--- src/rtl/nmc_ctrl.sv ---
// nmc_ctrl: job sequencer for the near-memory-compute aggregation + ReLU stage.
// Counts K partial-sum beats per tile, gates the aggregator input, marks the
// final beat of each tile, then waits RELU_LAT cycles for the registered ReLU
// result before strobing a write-back to base+tile.
// Optional build macro: NMC_CTRL_PERF_EN adds busy/stall performance counters.
module nmc_ctrl #(
  parameter int K_W      = 8,
  parameter int TILE_W   = 8,
  parameter int ADDR_W   = 10,
  parameter int RELU_LAT = 2
) (
  input  logic              clk,
  input  logic              rst,
  input  logic              start,
  input  logic [K_W-1:0]    cfg_k,
  input  logic [TILE_W-1:0] cfg_tiles,
  input  logic [ADDR_W-1:0] cfg_wb_base,
  output logic              busy,
  output logic              done,
  input  logic              in_valid,
  output logic              in_ready,
  output logic              aggre_gate,
  output logic              relu_out_en,
  output logic              wb_en,
  output logic [ADDR_W-1:0] wb_addr
`ifdef NMC_CTRL_PERF_EN
  ,
  output logic [31:0]       perf_busy_cyc,
  output logic [31:0]       perf_stall_cyc
`endif
);

  localparam logic [1:0] S_IDLE  = 2'd0;
  localparam logic [1:0] S_ACCUM = 2'd1;
  localparam logic [1:0] S_FLUSH = 2'd2;
  localparam logic [1:0] S_FIN   = 2'd3;

  // Last FLUSH cycle index; RELU_LAT is limited to 1..15 so 4 bits suffice.
  localparam logic [3:0] LAT_LAST = 4'(RELU_LAT - 1);

  logic [1:0]        state;
  logic [K_W-1:0]    k_cnt;
  logic [K_W-1:0]    k_last;     // effective K minus one (cfg_k=0 behaves as 1)
  logic [TILE_W-1:0] tile_cnt;
  logic [TILE_W-1:0] tile_last;  // cfg_tiles minus one; unused when cfg_tiles=0
  logic [3:0]        lat_cnt;
  logic [ADDR_W-1:0] base;

  logic beat;
  logic flush_end;
  logic last_tile;

  // Output decode straight from registered state/counters so each event pulses once.
  always_comb begin
    busy        = (state != S_IDLE);
    in_ready    = (state == S_ACCUM);
    beat        = in_ready & in_valid;
    aggre_gate  = beat;
    relu_out_en = beat & (k_cnt == k_last);
    flush_end   = (state == S_FLUSH) & (lat_cnt == LAT_LAST);
    last_tile   = (tile_cnt == tile_last);
    wb_en       = flush_end;
    done        = (flush_end & last_tile) | (state == S_FIN);
    if (flush_end) begin
      wb_addr = base + ADDR_W'(tile_cnt);
    end else begin
      wb_addr = '0;
    end
  end

  // Sequencer state, beat/tile/latency counters and latched job configuration.
  always_ff @(posedge clk) begin
    if (rst) begin
      state     <= S_IDLE;
      k_cnt     <= '0;
      k_last    <= '0;
      tile_cnt  <= '0;
      tile_last <= '0;
      lat_cnt   <= 4'd0;
      base      <= '0;
    end else begin
      case (state)
        S_IDLE: begin
          if (start) begin
            base      <= cfg_wb_base;
            k_last    <= (cfg_k == '0) ? '0 : (cfg_k - K_W'(1));
            tile_last <= cfg_tiles - TILE_W'(1);
            k_cnt     <= '0;
            tile_cnt  <= '0;
            lat_cnt   <= 4'd0;
            state     <= (cfg_tiles == '0) ? S_FIN : S_ACCUM;
          end
        end
        S_ACCUM: begin
          if (beat) begin
            if (k_cnt == k_last) begin
              k_cnt   <= '0;
              lat_cnt <= 4'd0;
              state   <= S_FLUSH;
            end else begin
              k_cnt <= k_cnt + K_W'(1);
            end
          end
        end
        S_FLUSH: begin
          if (lat_cnt == LAT_LAST) begin
            lat_cnt <= 4'd0;
            if (last_tile) begin
              state <= S_IDLE;
            end else begin
              tile_cnt <= tile_cnt + TILE_W'(1);
              state    <= S_ACCUM;
            end
          end else begin
            lat_cnt <= lat_cnt + 4'd1;
          end
        end
        S_FIN: begin
          state <= S_IDLE;
        end
        default: begin
          state <= S_IDLE;
        end
      endcase
    end
  end

`ifdef NMC_CTRL_PERF_EN
  // Saturating busy/stall counters, cleared when a job is accepted.
  always_ff @(posedge clk) begin
    if (rst) begin
      perf_busy_cyc  <= 32'd0;
      perf_stall_cyc <= 32'd0;
    end else if ((state == S_IDLE) && start) begin
      perf_busy_cyc  <= 32'd0;
      perf_stall_cyc <= 32'd0;
    end else begin
      if (busy && (perf_busy_cyc != 32'hFFFF_FFFF)) begin
        perf_busy_cyc <= perf_busy_cyc + 32'd1;
      end
      if ((state == S_ACCUM) && !in_valid && (perf_stall_cyc != 32'hFFFF_FFFF)) begin
        perf_stall_cyc <= perf_stall_cyc + 32'd1;
      end
    end
  end
`endif

endmodule

--- config.mk ---
export PLATFORM = sky130hd
export DESIGN_NAME = nmc_ctrl
export DESIGN_NICKNAME = d
export VERILOG_FILES = /design/src/rtl/nmc_ctrl.sv
export SDC_FILE = /design/constraint.sdc
export NUM_CORES = 1
export LEC_CHECK = 0
export BUFFER_PORTS_ARGS = -buffer_cell sky130_fd_sc_hd__buf_2
export CAP_MARGIN = 20
export CORE_ASPECT_RATIO = 1.75
export CORE_MARGIN = 8
export CORE_UTILIZATION = 51
export CTS_CLUSTER_SIZE = 20
export DETAILED_ROUTE_END_ITERATION = 6
export GPL_TIMING_DRIVEN = 0
export PLACE_DENSITY = 0.78
export SYNTH_ARGS = -nofsm -noshare
export SYNTH_HDL_FRONTEND = slang
export SYNTH_SLANG_ARGS = --single-unit
--- constraint.sdc ---
create_clock -name clk -period 2.1 [get_ports clk]
set_input_delay 0.21 -clock clk [delete_from_list [all_inputs] [get_ports clk]]
set_output_delay 0.21 -clock clk [all_outputs]
set_load 0.03 [all_outputs]
Word-level counts from Yosys, hierarchy flattened
Cells that the tools add are included.
{"block": "totals", "register_bits": 48, "input_bits": 30, "output_inout_bits": 16, "wordCells": 62}
{"block": "classes", "add_sub_neg": 6, "n_eq_ne": 11, "muxes": 21, "bitwise_logic": 5, "reduce_logical": 12}
{"op": "8-bit 2-to-1 mux", "n": 6}
{"op": "8-bit one-hot mux with 2 select lines", "n": 2}
{"op": "8-bit by 1-bit adder with 8-bit output, second input constant", "n": 2}
{"op": "8-bit == test", "n": 2}
{"op": "8-bit zero test", "n": 2}
{"op": "4-bit 2-to-1 mux", "n": 4}
{"op": "8-bit by 1-bit subtractor with 8-bit output, second input constant", "n": 2}
{"op": "4-bit one-hot mux with 3 select lines", "n": 1}
{"op": "4-bit AND reduction", "n": 3}
{"op": "10-bit by 8-bit adder with 10-bit output", "n": 1}
{"op": "10-bit 2-to-1 mux", "n": 1}
{"op": "2-bit 2-to-1 mux", "n": 5}
{"op": "2-bit one-hot mux with 4 select lines", "n": 1}
{"op": "2-bit by 1-bit != test with 1-bit output, second input constant", "n": 3}
{"op": "2-bit nonzero test", "n": 3}
{"op": "4-bit by 1-bit adder with 4-bit output, second input constant", "n": 1}
{"op": "1-bit AND", "n": 4}
{"op": "2-bit == test, second input constant", "n": 2}
{"op": "4-bit by 1-bit == test with 1-bit output, second input constant", "n": 1}
{"op": "2-bit != test, second input constant", "n": 2}
{"op": "3-bit AND reduction", "n": 1}
{"op": "3-bit nonzero test", "n": 1}
{"op": "2-bit by 1-bit == test with 1-bit output, second input constant", "n": 1}
{"op": "2-bit zero test", "n": 1}
{"op": "3 further kinds", "n": 3}

Depth between registers and ports, before layout
{"block": "depth", "word_depth": 4, "mapped_depth": 8, "depth_no_buf": 8}

Worst setup path before layout
No wires, ideal clock.
{"block": "synth_timing", "path_kind": "register -> output", "startpoint": "register tile_cnt[0]", "endpoint": "output wb_addr[8]", "t_arrival_ns": 2.294, "required_time_ns": 1.890, "setup_slack_ns": -0.404, "path_stages_with_launch": 9, "cell_sequence": "dfxtp_1 -> ha_1 -> inv_1 -> fa_1 -> nor2b_1 -> o2111ai_1 -> and3_1 -> or3_1 -> a21oi_1"}
{"block": "synth_via", "elab_chain_cells": 2}
{"item": "start, declared", "line_no": "44", "text": "logic [TILE_W-1:0] tile_cnt;"}
{"item": "start signal, assigned", "line_no": "111", "text": "tile_cnt <= tile_cnt + TILE_W'(1);"}
{"item": "10-bit by 8-bit adder with 10-bit output", "line_no": "65", "text": "wb_addr = base + ADDR_W'(tile_cnt);"}
{"item": "10-bit 2-to-1 mux", "line_no": "64", "text": "if (flush_end) begin"}
{"item": "end, declared", "line_no": "25", "text": "output logic [ADDR_W-1:0] wb_addr"}
No other way between the ends.

Final worst setup path
Same ends and word-level chain as after synthesis.

==> flow_summary_export.csv <==
group,metric,value,unit
global_routing,grt.total_usage,18.05,%
synth,syn-cell-area,2933,µm²
floorplanning,dieHeight,116.3,µm
synth,synth_edf_count,0,
clock_tree,clk_path_buf_depth,2,
cells_and_area,final_nets,476,
detailed_routing,drc_errors,0,
sta,final.min_clock_period,2501,ps
flow_run,maxCapViolations,0,
worst_setup_path,path_buf_inv,2,
placement,io_buffers,44,
detailed_routing,drtIter0Drc,107,
clock_tree,clk_latency,300,ps
worst_setup_path,cp_slowest_stage_delay,380,ps
detailed_routing,met1Wirelength,2939,µm
placement,placed_cell_area,3264,µm²
detailed_routing,top_layer,"met4",
synth,synthArstFlopShare,0,%
detailed_routing,wl_met2,4403,µm
placement,place_congestion,0.8338,
synth,syn-num-nets,410,
placement,dp_hpwl,5529,µm
clock_tree,cts_tree,"yes",
detailed_routing,antenna_left,0,
worst_setup_path,cp-start-kind,"flip-flop",
sta,fin_crit_sh,119.1,%
clock_tree,cts_htree_levels,2,
global_routing,grt_max_degree,15,
outcome,violations,"negative setup slack",
floorplanning,ios,46,
detailed_routing,via_count,2817,
synth,synthCells,363,
worst_setup_path,cp_cell_sequence,"ha_4, inv_2, fa_2, nor2b_4, o2111ai_2, and3_1, or3_4, a21oi_4, buf_6",
synth,avgSynthCellArea,8.079,µm²
floorplanning,die_w,73.33,µm
power,fin_total_pwr,2.266,mW
sta,skew,8.024,ps
cells_and_area,drive_gt1_share,28.37,%
synth,synth.distinct_cells,52,
cells_and_area,antenna_cells,0,
detailed_routing,firstDrtPassIters,4,
synth,synth-seq-cells,48,
worst_hold_path,hold_class,"primary input to flip-flop",
synth,synth_top_area_cell,"dfxtp_1",
worst_setup_path,crit_family,"simple AND/OR/NAND/NOR gates",
floorplanning,design.core.area,5585,µm²
cells_and_area,num-fill-cells,490,
synth,ys_warn_count,0,
synth,yosysTopAreaCellShare,32.76,%
worst_setup_path,arrival,2290,ps
power,power_density,601.8,nW/µm²
sta,rsz0062_at_grt,"yes",
synth,seq_area_frac_synth,32.76,%
sta,fmax,399.8,MHz
clock_tree,clk_pin_slew_worst_paths,90,ps
synth,synthTopCellsByArea,"dfxtp_1 33%, ha_1 6.8%, xor2_1 6.6%, nor2_1 5.9%, nand2_1 5.0%",
sta,hold_viol_final,0,
detailed_routing,met3WireLength,164,µm
power,leakage,1.498,nW
clock_tree,cts_root_buffer,"clkbuf_8",
sta,setup_viol_count_final,8,
worst_setup_path,worstSetupPathType,"flip-flop to output pin",
cells_and_area,postLayoutCellArea,3766,µm²
detailed_routing,drt_wl_total,7752,µm
sta,relSlewSlack,64.61,%
cells_and_area,regArea,980.9,µm²
cells_and_area,area_growth_syn_to_layout,28.41,%
worst_setup_path,critPathCaptureType,"output pin",
sta,worst_pin_slew,530.9,ps
global_routing,antenna_found_initial,0,
floorplanning,die_area,8529,µm²
floorplanning,num_rows,36,
global_routing,gr-total-overflow,0,
power,max-vdd-ir-drop,0.6158,mV
synth,synthFlopType,"dfxtp_1",
outcome,status,"complete, but fails checks",
clock_tree,cts_buffers,5,
global_routing,grt_pass1_wl,12460,µm
floorplanning,initial_core_util,52.51,%
cells_and_area,utilization,67.43,%
clock_tree,hold_buffers,0,
sta,finalWorstSetupSlack,-401.2,ps
global_routing,grt_pass1_vias,2807,
worst_setup_path,crit_slowest_cell,"dfxtp_4",
cells_and_area,multi_input_area,2044,µm²
worst_setup_path,cp.required,1890,ps
detailed_routing,viasPerCell,5.567,
clock_tree,cts.sinks,48,
sta,slew_violations,0,
worst_setup_path,cp_max_fo,2,
detailed_routing,wire_per_inst,15.32,µm
-- what timing repair did --
item                       CTS  global route
gates resized for setup     52            27
setup buffers               10             7
setup endpoints to repair   12            21
cloned                       1             0
pin swaps                   10            14
-- state kept, by name, summed over array words and instances (netlist names) --
register	count
base	10
k_cnt	8
k_last	8
lat_cnt	4
state	2
tile_cnt	8
tile_last	8
-- synth_stat cells (all sizes together) (5+ instances only) --
library cell	number
a211oi	12
a21oi	17
a22oi	7
clkbuf	10
dfxtp	48
ha	16
inv	15
nand2	39
nand3	12
nor2	47
nor3	17
o21ai	14
o311ai	5
xnor2	16
xor2	22
-- metal layers --
metal | GRT usage (%) | vias to the layer above
met5 | 0 | -
met3 | 2.236 | 19
li1 | - | 1411
met2 | 35.63 | 62
met4 | 7.919 | 0
met1 | 17.75 | 1325
-- stage by stage --
| step | setup slack (ps) | instances | hold WS [ps] | TNS (ps) |
|---|---|---|---|---|
| 2_1_floorplan | -206.6 | 363 | 305.6 | -631.1 |
| 3_5_place_dp | -482.9 | 483 | 449.8 | -769.1 |
| 3_3_place_gp | -429.9 | 483 | 444.0 | -739.3 |
| 6_report | -401.2 | 506 | 138.9 | -1437 |
| 4_1_cts | -345.9 | 501 | 128.3 | -794.3 |
| 5_1_grt | -463.3 | 506 | 142.9 | -2053 |
-- final timing paths --
path	startpoint	endpoint	slack (ps)	cells past startpoint
setup / recovery	tile_cnt[0]$_SDFFE_PP0P_	wb_addr[8]	-400	9
hold / removal	cfg_tiles[0]	tile_last[0]$_SDFFE_PP0P_	140	2
setup reg to reg	lat_cnt[1]$_SDFFE_PP0P_	tile_cnt[7]$_SDFFE_PP0P_	200	8
hold reg to reg	base[5]$_SDFFE_PP0P_	base[5]$_SDFFE_PP0P_	470	2
-- placed cells by master, fill, tap and decap left out, types with 3 or more instances in the layout --
cell type,synthesis,layout
nand2b_1,4,4
ha_1,16,11
nand4_1,4,4
inv_1,15,12
buf_6,1,9
a22oi_1,7,7
or3_4,2,3
o21a_1,3,3
xnor2_1,16,15
nand3_1,12,12
a211oi_1,11,10
clkbuf_8,0,6
clkbuf_1,10,10
dfxtp_1,48,38
nor4_1,3,3
dfxtp_4,0,3
nor3_2,1,4
a21oi_1,17,15
xor2_1,22,22
and4_1,3,3
a21o_1,4,4
o21ai_2,0,3
nand2_1,39,39
buf_2,2,33
nor2_1,46,45
ha_4,0,4
nor3_1,16,11
o21ai_0,14,10
o311ai_0,5,5
and3_1,4,3
dfxtp_2,0,7
buf_4,1,20
-- final cells by class --
class	count	area share, %
Buffer	13	2.093
Clock inverter	1	0.1993
Tap cell	76	2.525
Sequential cell	48	26.05
Inverter	15	1.561
Clock buffer	7	2.292
Timing Repair Buffer	60	11.00
Multi-Input combinational cell	286	54.29
-- cells by family after synthesis --
group                      share of synthesized area [%]
and+or+nand+nor                                    25.98
buffers and inverters                              4.181
AOI/OAI and AO/OA                                  17.53
adders and majority gates                          7.508
DFF                                                32.76
muxes                                             0.6826
xor gates and xnor gates                           11.35
-- power by group --
part / total (mW) / internal, mW / switching (mW)
registers: 1.05 / 0.984 / 0.0649
logic: 0.645 / 0.261 / 0.383
clock network: 0.573 / 0.268 / 0.305
total: 2.27 / 1.51 / 0.753
Note: power is estimated with default switching activity, not from simulation.
